**config.mk**
```make
export PLATFORM = sky130hd
export DESIGN_NAME = timed_step_sequencer_flat
export DESIGN_NICKNAME = d
export VERILOG_FILES = /design/src/rtl/seq_pkg.sv /design/src/rtl/timed_step_sequencer_if.sv /design/src/rtl/timed_step_sequencer_rf.sv /design/src/rtl/timed_step_sequencer.sv /design/src/flat_wrapper.sv
export SDC_FILE = /design/constraint.sdc
export NUM_CORES = 1
export LEC_CHECK = 0
export ABC_AREA = 1
export ABC_CLOCK_PERIOD_IN_PS = 4050
export BUFFER_PORTS_ARGS = -buffer_cell sky130_fd_sc_hd__buf_4
export CAP_MARGIN = 20
export CORE_MARGIN = 2
export CORE_UTILIZATION = 43
export DETAILED_ROUTE_END_ITERATION = 12
export MAX_ROUTING_LAYER = met4
export PLACE_DENSITY_LB_ADDON = 0.05
export SYNTH_ARGS = -nofsm -noshare
export SYNTH_HDL_FRONTEND = slang
export SYNTH_HIERARCHICAL = 1
export SYNTH_SLANG_ARGS = --single-unit
```
**constraint.sdc**
```tcl
create_clock -name i_CLK -period 4.05 [get_ports i_CLK]
set_clock_uncertainty 0.1 [all_clocks]
set_input_delay 0.6075 -clock i_CLK [delete_from_list [all_inputs] [get_ports i_CLK]]
set_output_delay 0.6075 -clock i_CLK [all_outputs]
set_load 0.01 [all_outputs]
```
**src/rtl/seq_pkg.sv**
```systemverilog
// Shared definitions for the timed step sequencer: controller state encoding
// and the step-index width derivation.
package seq_pkg;

  typedef enum logic [1:0] {
    IDLE = 2'd0,
    LOAD = 2'd1,
    ARM  = 2'd2,
    RUN  = 2'd3
  } seq_state_t;

  function automatic int step_bits_for(input int steps);
    return $clog2(steps);
  endfunction

endpackage

```
**src/rtl/timed_step_sequencer_if.sv**
```systemverilog
// Command/status bundle between the timed step sequencer and its controller.
// Also carries the overflow-timer handshake.
interface timed_step_sequencer_if #(
  parameter int COUNTER_BITS = 32,
  parameter int STEP_BITS    = seq_pkg::step_bits_for(4)
);
  logic                    i_START;
  logic                    i_STOP;
  logic                    i_LOOP;
  logic                    i_DUR_WE;
  logic [STEP_BITS-1:0]    i_DUR_ADDR;
  logic [COUNTER_BITS-1:0] i_DUR_DATA;
  logic                    i_OVERFLOW;
  logic [COUNTER_BITS-1:0] o_CNT_LIM;
  logic                    o_CNT_RST;
  logic [STEP_BITS-1:0]    o_STEP;
  logic                    o_BUSY;
  logic                    o_STEP_DONE;
  logic                    o_SEQ_DONE;

  modport master (
    output i_START, i_STOP, i_LOOP, i_DUR_WE, i_DUR_ADDR, i_DUR_DATA, i_OVERFLOW,
    input  o_CNT_LIM, o_CNT_RST, o_STEP, o_BUSY, o_STEP_DONE, o_SEQ_DONE
  );

  modport slave (
    input  i_START, i_STOP, i_LOOP, i_DUR_WE, i_DUR_ADDR, i_DUR_DATA, i_OVERFLOW,
    output o_CNT_LIM, o_CNT_RST, o_STEP, o_BUSY, o_STEP_DONE, o_SEQ_DONE
  );
endinterface

```
**src/rtl/timed_step_sequencer_rf.sv**
```systemverilog
// Step duration table: synchronous write port, asynchronous read port,
// synchronously cleared to zero.
module step_duration_rf #(
  parameter int STEPS        = 4,
  parameter int COUNTER_BITS = 32,
  parameter int STEP_BITS    = 2
) (
  input  logic                    clk,
  input  logic                    rst,
  input  logic                    we,
  input  logic [STEP_BITS-1:0]    waddr,
  input  logic [COUNTER_BITS-1:0] wdata,
  input  logic [STEP_BITS-1:0]    raddr,
  output logic [COUNTER_BITS-1:0] rdata
);

  logic [COUNTER_BITS-1:0] mem_r [STEPS];

  // Table storage; writes beyond the last step are dropped
  always_ff @(posedge clk) begin
    if (rst) begin
      for (int i = 0; i < STEPS; i++) begin
        mem_r[i] <= {COUNTER_BITS{1'b0}};
      end
    end else if (we && (int'(waddr) < STEPS)) begin
      mem_r[waddr] <= wdata;
    end
  end

  // Asynchronous read so LOAD sees the pre-write value of a same-cycle write
  always_comb begin
    rdata = {COUNTER_BITS{1'b0}};
    if (int'(raddr) < STEPS) begin
      rdata = mem_r[raddr];
    end else begin
      rdata = {COUNTER_BITS{1'b0}};
    end
  end

endmodule

```
**src/rtl/timed_step_sequencer.sv**
```systemverilog
// Drives an overflow timer through a table of step durations, optionally looping.
// Optional build macro SEQ_SKIP_ZERO_EN: zero-duration steps are skipped in LOAD.
module timed_step_sequencer
  import seq_pkg::*;
#(
  parameter int COUNTER_BITS = 32,
  parameter int STEPS        = 4,
  parameter int STEP_BITS    = step_bits_for(STEPS)
) (
  input  logic             i_CLK,
  input  logic             i_RST,
  timed_step_sequencer_if.slave bus
);

  localparam logic [STEP_BITS-1:0] LAST_STEP = STEP_BITS'(STEPS - 1);

  seq_state_t              state_r;
  logic [STEP_BITS-1:0]    step_r;
  logic [COUNTER_BITS-1:0] lim_r;
  logic                    cnt_rst_r;
  logic                    busy_r;
  logic                    step_done_r;
  logic                    seq_done_r;

  logic [COUNTER_BITS-1:0] rd_data_s;
  logic                    skip_s;
  seq_state_t              adv_state_s;
  logic [STEP_BITS-1:0]    adv_step_s;
  logic                    adv_seq_done_s;
  logic                    adv_busy_s;

  step_duration_rf #(
    .STEPS       (STEPS),
    .COUNTER_BITS(COUNTER_BITS),
    .STEP_BITS   (STEP_BITS)
  ) u_rf (
    .clk  (i_CLK),
    .rst  (i_RST),
    .we   (bus.i_DUR_WE),
    .waddr(bus.i_DUR_ADDR),
    .wdata(bus.i_DUR_DATA),
    .raddr(step_r),
    .rdata(rd_data_s)
  );

`ifdef SEQ_SKIP_ZERO_EN
  assign skip_s = (rd_data_s == {COUNTER_BITS{1'b0}});
`else
  assign skip_s = 1'b0;
`endif

  // Where a completed step leads: next index, wrap to 0, or finish
  always_comb begin
    adv_state_s    = LOAD;
    adv_step_s     = step_r;
    adv_seq_done_s = 1'b0;
    adv_busy_s     = 1'b1;
    if (step_r != LAST_STEP) begin
      adv_step_s = step_r + STEP_BITS'(1);
    end else if (bus.i_LOOP) begin
      adv_step_s = {STEP_BITS{1'b0}};
    end else begin
      adv_state_s    = IDLE;
      adv_seq_done_s = 1'b1;
      adv_busy_s     = 1'b0;
    end
  end

  // Sequencer FSM with registered timer controls and status pulses
  always_ff @(posedge i_CLK) begin
    if (i_RST) begin
      state_r     <= IDLE;
      step_r      <= {STEP_BITS{1'b0}};
      lim_r       <= {COUNTER_BITS{1'b0}};
      cnt_rst_r   <= 1'b1;
      busy_r      <= 1'b0;
      step_done_r <= 1'b0;
      seq_done_r  <= 1'b0;
    end else begin
      step_done_r <= 1'b0;
      seq_done_r  <= 1'b0;
      if (bus.i_STOP && (state_r != IDLE)) begin
        state_r   <= IDLE;
        step_r    <= {STEP_BITS{1'b0}};
        cnt_rst_r <= 1'b1;
        busy_r    <= 1'b0;
      end else begin
        case (state_r)
          IDLE: begin
            if (bus.i_START) begin
              state_r <= LOAD;
              step_r  <= {STEP_BITS{1'b0}};
              busy_r  <= 1'b1;
            end
            cnt_rst_r <= 1'b1;
          end
          LOAD: begin
            if (skip_s) begin
              state_r     <= adv_state_s;
              step_r      <= adv_step_s;
              busy_r      <= adv_busy_s;
              step_done_r <= 1'b1;
              seq_done_r  <= adv_seq_done_s;
              cnt_rst_r   <= 1'b1;
            end else begin
              state_r   <= ARM;
              lim_r     <= rd_data_s;
              cnt_rst_r <= 1'b0;
            end
          end
          // Timer has just been released; any overflow seen here is stale
          ARM: begin
            state_r <= RUN;
          end
          RUN: begin
            if (bus.i_OVERFLOW) begin
              state_r     <= adv_state_s;
              step_r      <= adv_step_s;
              busy_r      <= adv_busy_s;
              step_done_r <= 1'b1;
              seq_done_r  <= adv_seq_done_s;
              cnt_rst_r   <= 1'b1;
            end
          end
          default: begin
            state_r   <= IDLE;
            step_r    <= {STEP_BITS{1'b0}};
            cnt_rst_r <= 1'b1;
            busy_r    <= 1'b0;
          end
        endcase
      end
    end
  end

  assign bus.o_CNT_LIM   = lim_r;
  assign bus.o_CNT_RST   = cnt_rst_r;
  assign bus.o_STEP      = step_r;
  assign bus.o_BUSY      = busy_r;
  assign bus.o_STEP_DONE = step_done_r;
  assign bus.o_SEQ_DONE  = seq_done_r;

endmodule

```
**src/flat_wrapper.sv**
```systemverilog
// flat-port wrapper written by rule: the top's interface ports become plain ports
module timed_step_sequencer_flat import seq_pkg::*;
#(
  parameter int COUNTER_BITS = 32,
  parameter int STEPS        = 4,
  parameter int STEP_BITS    = step_bits_for(STEPS)
)
  (i_CLK, i_RST, bus_i_START, bus_i_STOP, bus_i_LOOP, bus_i_DUR_WE, bus_i_DUR_ADDR, bus_i_DUR_DATA, bus_i_OVERFLOW, bus_o_CNT_LIM, bus_o_CNT_RST, bus_o_STEP, bus_o_BUSY, bus_o_STEP_DONE, bus_o_SEQ_DONE);
  timed_step_sequencer_if #(.COUNTER_BITS(COUNTER_BITS), .STEP_BITS(STEP_BITS)) bus_i ();
  input  logic i_CLK;
  input  logic i_RST;
  input wire logic [$bits(bus_i.i_START)-1:0] bus_i_START;
  input wire logic [$bits(bus_i.i_STOP)-1:0] bus_i_STOP;
  input wire logic [$bits(bus_i.i_LOOP)-1:0] bus_i_LOOP;
  input wire logic [$bits(bus_i.i_DUR_WE)-1:0] bus_i_DUR_WE;
  input wire logic [$bits(bus_i.i_DUR_ADDR)-1:0] bus_i_DUR_ADDR;
  input wire logic [$bits(bus_i.i_DUR_DATA)-1:0] bus_i_DUR_DATA;
  input wire logic [$bits(bus_i.i_OVERFLOW)-1:0] bus_i_OVERFLOW;
  output wire logic [$bits(bus_i.o_CNT_LIM)-1:0] bus_o_CNT_LIM;
  output wire logic [$bits(bus_i.o_CNT_RST)-1:0] bus_o_CNT_RST;
  output wire logic [$bits(bus_i.o_STEP)-1:0] bus_o_STEP;
  output wire logic [$bits(bus_i.o_BUSY)-1:0] bus_o_BUSY;
  output wire logic [$bits(bus_i.o_STEP_DONE)-1:0] bus_o_STEP_DONE;
  output wire logic [$bits(bus_i.o_SEQ_DONE)-1:0] bus_o_SEQ_DONE;
  assign bus_i.i_START = bus_i_START;
  assign bus_i.i_STOP = bus_i_STOP;
  assign bus_i.i_LOOP = bus_i_LOOP;
  assign bus_i.i_DUR_WE = bus_i_DUR_WE;
  assign bus_i.i_DUR_ADDR = bus_i_DUR_ADDR;
  assign bus_i.i_DUR_DATA = bus_i_DUR_DATA;
  assign bus_i.i_OVERFLOW = bus_i_OVERFLOW;
  assign bus_o_CNT_LIM = bus_i.o_CNT_LIM;
  assign bus_o_CNT_RST = bus_i.o_CNT_RST;
  assign bus_o_STEP = bus_i.o_STEP;
  assign bus_o_BUSY = bus_i.o_BUSY;
  assign bus_o_STEP_DONE = bus_i.o_STEP_DONE;
  assign bus_o_SEQ_DONE = bus_i.o_SEQ_DONE;
  timed_step_sequencer #(.COUNTER_BITS(COUNTER_BITS), .STEPS(STEPS), .STEP_BITS(STEP_BITS)) u_core (.i_CLK(i_CLK), .i_RST(i_RST), .bus(bus_i));
endmodule
```
# Word-level counts from Yosys, hierarchy flattened
# Memory sizes are Yosys's and may differ from the RTL's. A register that Yosys moved wholly into a read port is not among the register bits.
# Cells that the tools add are included.
[classes]
bitwise_logic = 3
muxes = 27
addsub = 1
eq_ne = 7
n_reduce_logical = 14
[op_table]
columns = ["operator", "count"]
rows = [
  ["32-bit two-way mux", 1],
  ["32-bit OR reduction", 1],
  ["1-bit two-way mux", 15],
  ["2-bit two-way mux", 7],
  ["2-bit case mux with 4 select lines", 1],
  ["2-bit != test (second input constant)", 3],
  ["2-bit AND reduction", 3],
  ["5-bit OR reduction", 1],
  ["2-bit == test (second input constant)", 2],
  ["2-bit case mux with 2 select lines", 1],
  ["4-bit AND reduction", 1],
  ["2-bit nonzero test", 2],
  ["3-bit by 2-bit != test with 1-bit output (second input constant)", 1],
  ["1-bit NOT", 3],
  ["1-bit case mux with 3 select lines", 1],
  ["3-bit AND reduction", 1],
  ["3-bit nonzero test", 1],
  ["3-bit OR reduction", 1],
  ["2-bit by 1-bit adder with 2-bit output (second input constant)", 1],
  ["2-bit by 1-bit == test with 1-bit output (second input constant)", 1],
  ["2-bit logical NOT", 1],
  ["1-bit case mux with 2 select lines", 1],
  ["2-bit OR reduction", 1],
  ["1-bit logical AND", 1],
]
[word_totals]
output_inout_bits = 38
reg_bits = 8
ram_bits = 128
n_memories = 1
input_bits = 41
[memory_table]
columns = ["name", "depth", "word_bits", "read_ports", "rd_clocked_by_memory_dff", "wr", "line", "text"]
rows = [
  ["u_core.u_rf.mem_r", 4, 32, 1, 1, 4, "timed_step_sequencer_rf.sv:17", "logic [COUNTER_BITS-1:0] mem_r [STEPS];"],
]

# Logic depth before layout (Yosys ltp)
# Gate-level depths: netlist of the first run.
[logic_depth]
word_depth = 5
depth_mapped = 9

# By module
# Netlist of the first run, hierarchy kept.
[modules_own_cells]
columns = ["module", "cells_per_inst", "area_each_um2", "instances", "seq_area_each_um2"]
rows = [
  ["step_duration_rf", 691, 6130.9, 1, 3843.7],
  ["timed_step_sequencer", 203, 1600.3, 1, 800.8],
]

# Worst setup path after synthesis of the first run
# OpenSTA, ideal clock, no wires.
[synth_path]
kind = "input-to-reg"
startpoint = "input port bus_i_DUR_ADDR[0]"
endpoint = "memory u_core.u_rf.mem_r[2][0], enable pin"
arrival_ps = 3077
n_path_buf = 0
cell_stages = 3
slack_ps = 408
path_cell_list = "inv_1 -> nand2_1 -> o21ai_0"
[synth_rtl]
columns = ["element", "line", "text"]
rows = [
  ["start: declaration", "flat_wrapper.sv:16", "input wire logic [$bits(bus_i.i_DUR_ADDR)-1:0] bus_i_DUR_ADDR;"],
  ["end: declaration", "timed_step_sequencer_rf.sv:17", ""],
]

# Final worst setup path of the first run
[layout_path]
startpoint = "register u_core.step_r[0] (netlist: u_core/bus.o_STEP[0])"
endpoint = "output port bus_o_STEP[0]"
[layout_rtl]
columns = ["element", "line", "text"]
rows = [
  ["start: declaration", "timed_step_sequencer.sv:18", "logic [STEP_BITS-1:0] step_r;"],
  ["start signal: assignment", "timed_step_sequencer.sv:73", "step_r <= {STEP_BITS{1'b0}};"],
  ["start signal: assignment", "timed_step_sequencer.sv:84", "step_r <= {STEP_BITS{1'b0}};"],
  ["start signal: assignment", "timed_step_sequencer.sv:92", "step_r <= {STEP_BITS{1'b0}};"],
  ["end: declaration", "flat_wrapper.sv:21", "output wire logic [$bits(bus_i.o_STEP)-1:0] bus_o_STEP;"],
]
# No word-level cell between the ends.

==> key figures, run 1 <==
Status
  • Status: completed

Route
  • Post-route ant nets: 0
  • Wire per inst: ~15 µm
  • Drt drc: 0
  • Drt pass-1 iters: 4
  • Via count: ~5700
  • DR iter-0 viols: between 200 and 300
  • Routed wire length: 17500 µm
  • Vias per cell: approximately 4.7

Final layout
  • Most common cell after layout, fill and taps aside: nand2_1
  • Most frequent cells in the layout: nand2_1, inv_1, nor2_1, edfxtp_1, buf_4
  • Ant. Diodes: 0
  • Fillers: between 1500 and 2000
  • Layout cells sized above 1: 13.2%
  • Final core utilization: between 50% and 60%
  • Final net count: about 1000
  • Synthesis-to-layout area growth: 16.3%

Timing
  • Final WS setup: 1.74 ns
  • Max-slew violations: 0
  • Setup Total Neg Slack: 0 ns
  • Min Tclk post-route: around 2.3 ns
  • Max Fclk: 0.433 GHz
  • Worst rel slew slack: about 30%
  • Worst-Margin Slew: between 1 and 1.5 ns
  • Fin Hold WS: ~0.36 ns
  • Hold Vio Cnt, Final: 0
  • Final worst-path cycle share: approximately 57%
  • RSZ-0062 raised after global routing: false
  • Final setup violation count: 0

Floorplan
  • Die area: 19100 µm²
  • Die width: roughly 140 µm
  • Die Y: 138 µm
  • Ports: a little under 80
  • Initial Util: a little over two fifths
  • Core Region: approximately 18000 µm²
  • Row cnt: 49

Worst setup path
  • Crit path cell chain: buf_4 -> buf_4
  • CP Capture Type: output pin
  • Setup CP Type: flip-flop to output pin
  • Max stage delay on crit path: slightly above 0.6 ns
  • Critical Path Most Common Cell: buf_4
  • Max FO, Critical Path: 68
  • R2R Path Start: u_core/state_r[0]$_SDFFE_PP0P_
  • WP buf/inv: 2
  • Worst Path Required: ~3.3 ns
  • R2R cell count: 8
  • Worst path arrival time: 1.60 ns
  • Critical path's top delay family: buffers and inverters
  • Crit. path cell count: 2
  • Beginning of the critical path: u_core/bus.o_STEP[0]$_SDFFE_PP0P_
  • Crit start category: flip-flop
  • Critical path's slowest cell: buf_4

Logic synthesis
  • Mapped Cells: between 800 and 900
  • Ys Warns: 6
  • Post-synthesis sequential area ratio: between 60% and 70%
  • Post-Syn Area: 7730 µm²
  • Yosys reg bits: around 170
  • Synth top area share: about half
  • Syn_area_per_cell: approximately 8.6 µm²
  • Synth cell types: 23
  • Post-synth net total: between 900 and 1000
  • Largest area contributor in the netlist: edfxtp_1
  • Area contributors post-synth: edfxtp_1, dfxtp_1, nand2_1

Power
  • PD cells: slightly below 600 nW/µm²
  • Maximum VDD drop: between 0.4 and 0.5 mV
  • Power Total: about 0.0053 W
  • Leakage dissipation: 4.23 nW

Clock tree
  • CTS clk-pin slew, worst paths: about 0.060 ns
  • Clk_lat worst skew: 0.42 ns
  • H-Tree Depth: 4
  • CTS Buf Count: 17
  • Max Root-Sink Buffers: 2
  • Post-cts gate resize count: 0
  • # clock sinks: 168
  • Hold buffers post-CTS: 0
  • Root Buffer Master: clkbuf_16
  • Post-CTS setup buffers: 0
  • Clock tree from TritonCTS: yes

Hold path
  • Worst min path class: primary input to flip-flop
  • HP Start: bus_i_OVERFLOW
  • Hold path cells: 3

Placement
  • Pre-CTS WS: roughly 1.5 ns
  • Gpl congestion: 0.778
  • Dpl hpwl: roughly 11000 µm
  • I/O Buffers: 78

Global routing
  • First-pass GRT wire length: 28600 µm
  • Tot GR Track Use: 19.5%
  • Largest net degree at the start of global routing: between 60 and 70
  • Initial antenna violation count: 0
  • Grt total ovfl: 0
  • Vias in the first global route: 5691

Flow run
  • Max-cap check violation count: 0
[routing by layer]
| layer | part of all wire [%] | track usage, % | vias up | wire [µm] |
|---|---|---|---|---|
| met1 | 45 | 24.2 | 2637 | 7820 |
| met2 | 49 | 32.7 | 138 | 8630 |
| met4 | 1.4 | 5.96 | 0 | 252 |
| met5 | 0 | - | - | 0 |
| li1 | - | - | 2895 | - |
| met3 | 4.3 | 3.57 | 21 | 752 |
[through the flow]
stage               area, µm²  cells
finish                   8990   1201
global route             8990   1201
CTS                      8990   1201
detailed placement       8470   1169
global placement         8470   1169
floorplan                7730    894
[where the power goes]
group | switching, W | internal (W) | total, W
Sequential | 0.000100 | 0.00210 | 0.00220
Clock | 0.000610 | 0.000856 | 0.00147
Combinational | 0.00103 | 0.000554 | 0.00159
Total | 0.00174 | 0.00351 | 0.00525
[synthesized netlist by cell type]
| cell | number |
|---|---|
| a21oi_1 | 5 |
| buf_2 | 27 |
| buf_4 | 1 |
| buf_6 | 5 |
| clkbuf_1 | 11 |
| dfxtp_1 | 40 |
| edfxtp_1 | 128 |
| ha_1 | 7 |
| inv_1 | 173 |
| inv_2 | 5 |
| inv_4 | 1 |
| nand2_1 | 177 |
| nand2_2 | 2 |
| nand2_4 | 2 |
| nand3_1 | 68 |
| nand3_2 | 2 |
| nor2_1 | 166 |
| nor2_2 | 1 |
| nor3_1 | 34 |
| nor3b_1 | 1 |
| o21ai_0 | 20 |
| o21ai_1 | 17 |
| o21bai_1 | 1 |
[path summary, 6_finish.rpt]
check	to	slack, ns
max reg2reg	u_core/bus.o_CNT_LIM[27]$_SDFFE_PP0P_	2.05
min	u_core/bus.o_STEP_DONE$_SDFF_PP0_	0.36
max	bus_o_STEP[0]	1.74
min reg2reg	u_core/bus.o_BUSY$_SDFFE_PP0P_	0.38
[sequential cells by signal, summed over array words and instances, names as in the netlist]
name,cells
u_core/bus.o_CNT_LIM,32
u_core/u_rf/mem_r,128
u_core/bus.o_SEQ_DONE,1
u_core/state_r,2
u_core/bus.o_STEP_DONE,1
u_core/bus.o_BUSY,1
u_core/bus.o_STEP,2
u_core/bus.o_CNT_RST,1
[area by class of cell]
| cell class | count | area (µm²) | share of cell area [%] |
|---|---|---|---|
| sequential | 168 | 4650 | 51.7 |
| multi-input combinational | 503 | 2180 | 24.3 |
| timing repair buffer | 90 | 676 | 7.52 |
| inverter | 179 | 674 | 7.50 |
| clock buffer | 26 | 469 | 5.22 |
| tap | 229 | 287 | 3.19 |
| clock inverter | 6 | 53.8 | 0.599 |
[worst register-to-register path: stages (launching register included)]
cell	delay [ns]
dfxtp_1	0.44
inv_1	0.12
ha_1	0.24
inv_2	0.08
nand2_4	0.06
nand2_4	0.34
inv_4	0.28
nor2_1	0.18
nor2_1	0.06
[logic make-up (layout without fill, tap and decap cells)]
kind of cell,Yosys count,after routing,share of synthesized area (%)
simple gates,453,453,24.1
buf+inv,223,301,11.8
flops,168,168,60.1
compound gates,43,43,2.82
fa+ha+maj,7,7,1.13
(Power assumes the default switching activity.)
==> inputs of run 2 (changes only) <==
ABC_CLOCK_PERIOD_IN_PS = 1900   (was 4050)
clock period = 1.9 ns   (was 4.05 ns; I/O delays follow)
==> run 2 against run 1 <==
Net effect:
- total power rose by 130%
- sequential power rose by 120%
- non-clock buffer count rose by 7
- flip-flop and latch count did not move
- routed wire length rose by 6.0%
- clock power rose by 140%
- hold slack got worse by 0.33 ns
- largest power group unchanged
- cell area rose by 2.7%
- largest cell class unchanged
- final cell count rose by 0.58%
- combinational power rose by 120%
- setup slack got worse by 1.6 ns
==> key figures, run 2 (synthesis gave the netlist of run 1 again) <==
Status
  • Status: completed

Final layout
  • Reg area: about 4600 µm²
  • Max reg flops: between 100 and 150
  • Fillers: roughly 1700
  • Final net count: 1014
  • Ant. Diodes: 0
  • Layout cells sized above 1: between 10% and 20%
  • Area of the multi-input gates: roughly 2200 µm²
  • Final cell count without fillers: 1208
  • Top reg by flops: u_core/u_rf/mem_r
  • Most frequent cells in the layout: nand2_1, inv_1, nor2_1, edfxtp_1, buf_4
  • Synthesis-to-layout area growth: 19.4%
  • Most common cell after layout, fill and taps aside: nand2_1

Power
  • Clock share of power: a little under a third
  • Sw Pwr: 0.00386 W
  • Gate power share: 29.7%
  • Leakage dissipation: approximately 4.3 nW
  • PD cells: roughly 1300 nW/µm²
  • Switching Fraction: about a third
  • Maximum VDD drop: 0.855 mV
  • Sequential power share: between 40% and 50%
  • P_int: 0.00799 W

Route
  • Via count: between 5000 and 6000
  • Post-route ant nets: 0
  • Drt drc: 0
  • Drt pass-1 iters: 5
  • DR iter-0 viols: roughly 390
  • Routed wire length: about 19000 µm
  • Vias per cell: about 4.8
  • Wire per inst: roughly 15 µm

Worst setup path
  • Beginning of the critical path: u_core/bus.o_STEP[1]$_SDFFE_PP0P_
  • Max FO, Critical Path: 23
  • Crit start category: flip-flop
  • R2R cell count: 8
  • Reg-to-Reg End: u_core/bus.o_CNT_LIM[8]$_SDFFE_PP0P_
  • Worst Path Required: 1.51 ns
  • Setup CP Type: flip-flop to output pin
  • Setup slack, reg-to-reg: about 0.2 ns
  • Crit path to: bus_o_STEP[1]
  • Worst path arrival time: 1.37 ns
  • CP Capture Type: output pin
  • R2R Path Start: u_core/state_r[0]$_SDFFE_PP0P_

Floorplan
  • Die area: between 15000 and 20000 µm²
  • Row cnt: between 40 and 50
  • Die width: about 140 µm
  • Core Region: about 18000 µm²
  • Initial Util: 43.5%
  • Die Y: between 100 and 150 µm
  • Ports: approximately 80

Global routing
  • Vias in the first global route: approximately 5600
  • First-pass GRT wire length: 29400 µm
  • Grt total ovfl: 0
  • Tot GR Track Use: around 20%
  • Initial antenna violation count: 0
  • Largest net degree at the start of global routing: 65

Timing
  • Min Tclk post-route: between 1.5 and 2 ns
  • RSZ-0062 raised after global routing: false
  • Worst-Margin Slew: ~0.50 ns
  • Final worst-path cycle share: slightly above 90%
  • Setup Total Neg Slack: 0 ns
  • Hold Vio Cnt, Final: 0
  • Final setup violation count: 0
  • Max Fclk: 0.571 GHz
  • Max-slew violations: 0
  • Final WS setup: roughly 0.15 ns
  • Worst rel slew slack: 66.9%

Placement
  • I/O Buffers: 78
  • Pre-CTS WS: about 0.21 ns
  • Gpl congestion: around 0.74
  • Placed Instances: around 1200
  • Dpl hpwl: 10600 µm

Hold path
  • HP Start: bus_i_OVERFLOW
  • Worst min path class: primary input to flip-flop

Clock tree
  • CTS Buf Count: 17
  • H-Tree Depth: 4
  • # clock sinks: 168
  • Post-CTS setup buffers: 0
  • Hold buffers post-CTS: 0
  • Post-cts gate resize count: 0
  • CTS clk-pin slew, worst paths: ~0.07 ns
  • Max Root-Sink Buffers: 2
  • Root Buffer Master: clkbuf_16
  • Clk_lat worst skew: between 0.4 and 0.5 ns
  • Clock tree from TritonCTS: yes

Flow run
  • Max-cap check violation count: 0
## run 2: final cells by class
class                           instances  share of cell area, %
Clock inverter                         13                   1.93
Sequential cell                       168                   50.3
Tap cell                              229                   3.10
Timing Repair Buffer                   97                   8.98
Multi-Input combinational cell        503                   23.7
Clock buffer                           19                   4.69
Inverter                              179                   7.31
## run 2: metal layers
metal | part of all wire, % | global-route usage (%)
met5 | 0 | -
met4 | 1.0 | 5.42
met3 | 4.4 | 3.78
met2 | 50 | 33.6
met1 | 44 | 25.7
## run 2: critical path: stages (launching register included)
cell     delay, ns
dfxtp_1       0.40
buf_4         0.34
buf_4         0.19
## run 2: worst min path at each step
stage	endpoint	cells after the start
2_1_floorplan	u_core/bus.o_STEP_DONE$_SDFF_PP0_	2
3_3_place_gp	u_core/bus.o_BUSY$_SDFFE_PP0P_	2
3_5_place_dp	u_core/bus.o_BUSY$_SDFFE_PP0P_	2
4_1_cts	u_core/bus.o_STEP_DONE$_SDFF_PP0_	3
5_1_grt	u_core/bus.o_STEP_DONE$_SDFF_PP0_	3
6_report	u_core/bus.o_STEP_DONE$_SDFF_PP0_	3
## run 2: power by group through the flow
stage / combinational (W) / clock (W) / sequential (W)
after floorplan: 0.00222 / 0 / 0.00488
after global placement: 0.00350 / 0 / 0.00480
after detailed placement: 0.00353 / 0 / 0.00482
after CTS: 0.00355 / 0.00368 / 0.00475
after global routing: 0.00397 / 0.00383 / 0.00480
final: 0.00351 / 0.00360 / 0.00474
## run 2: per-stage QoR
step	utilization, %	hold WS (ns)	cell area [µm²]	total power, W
floorplan	-	0.317	7730	0.00710
global placement	48.5	0.360	8620	0.00829
detailed placement	48.5	0.360	8620	0.00836
CTS	51.9	0.0113	9230	0.0120
global route	51.9	0.0171	9230	0.0126
finish	51.9	0.0253	9230	0.0118
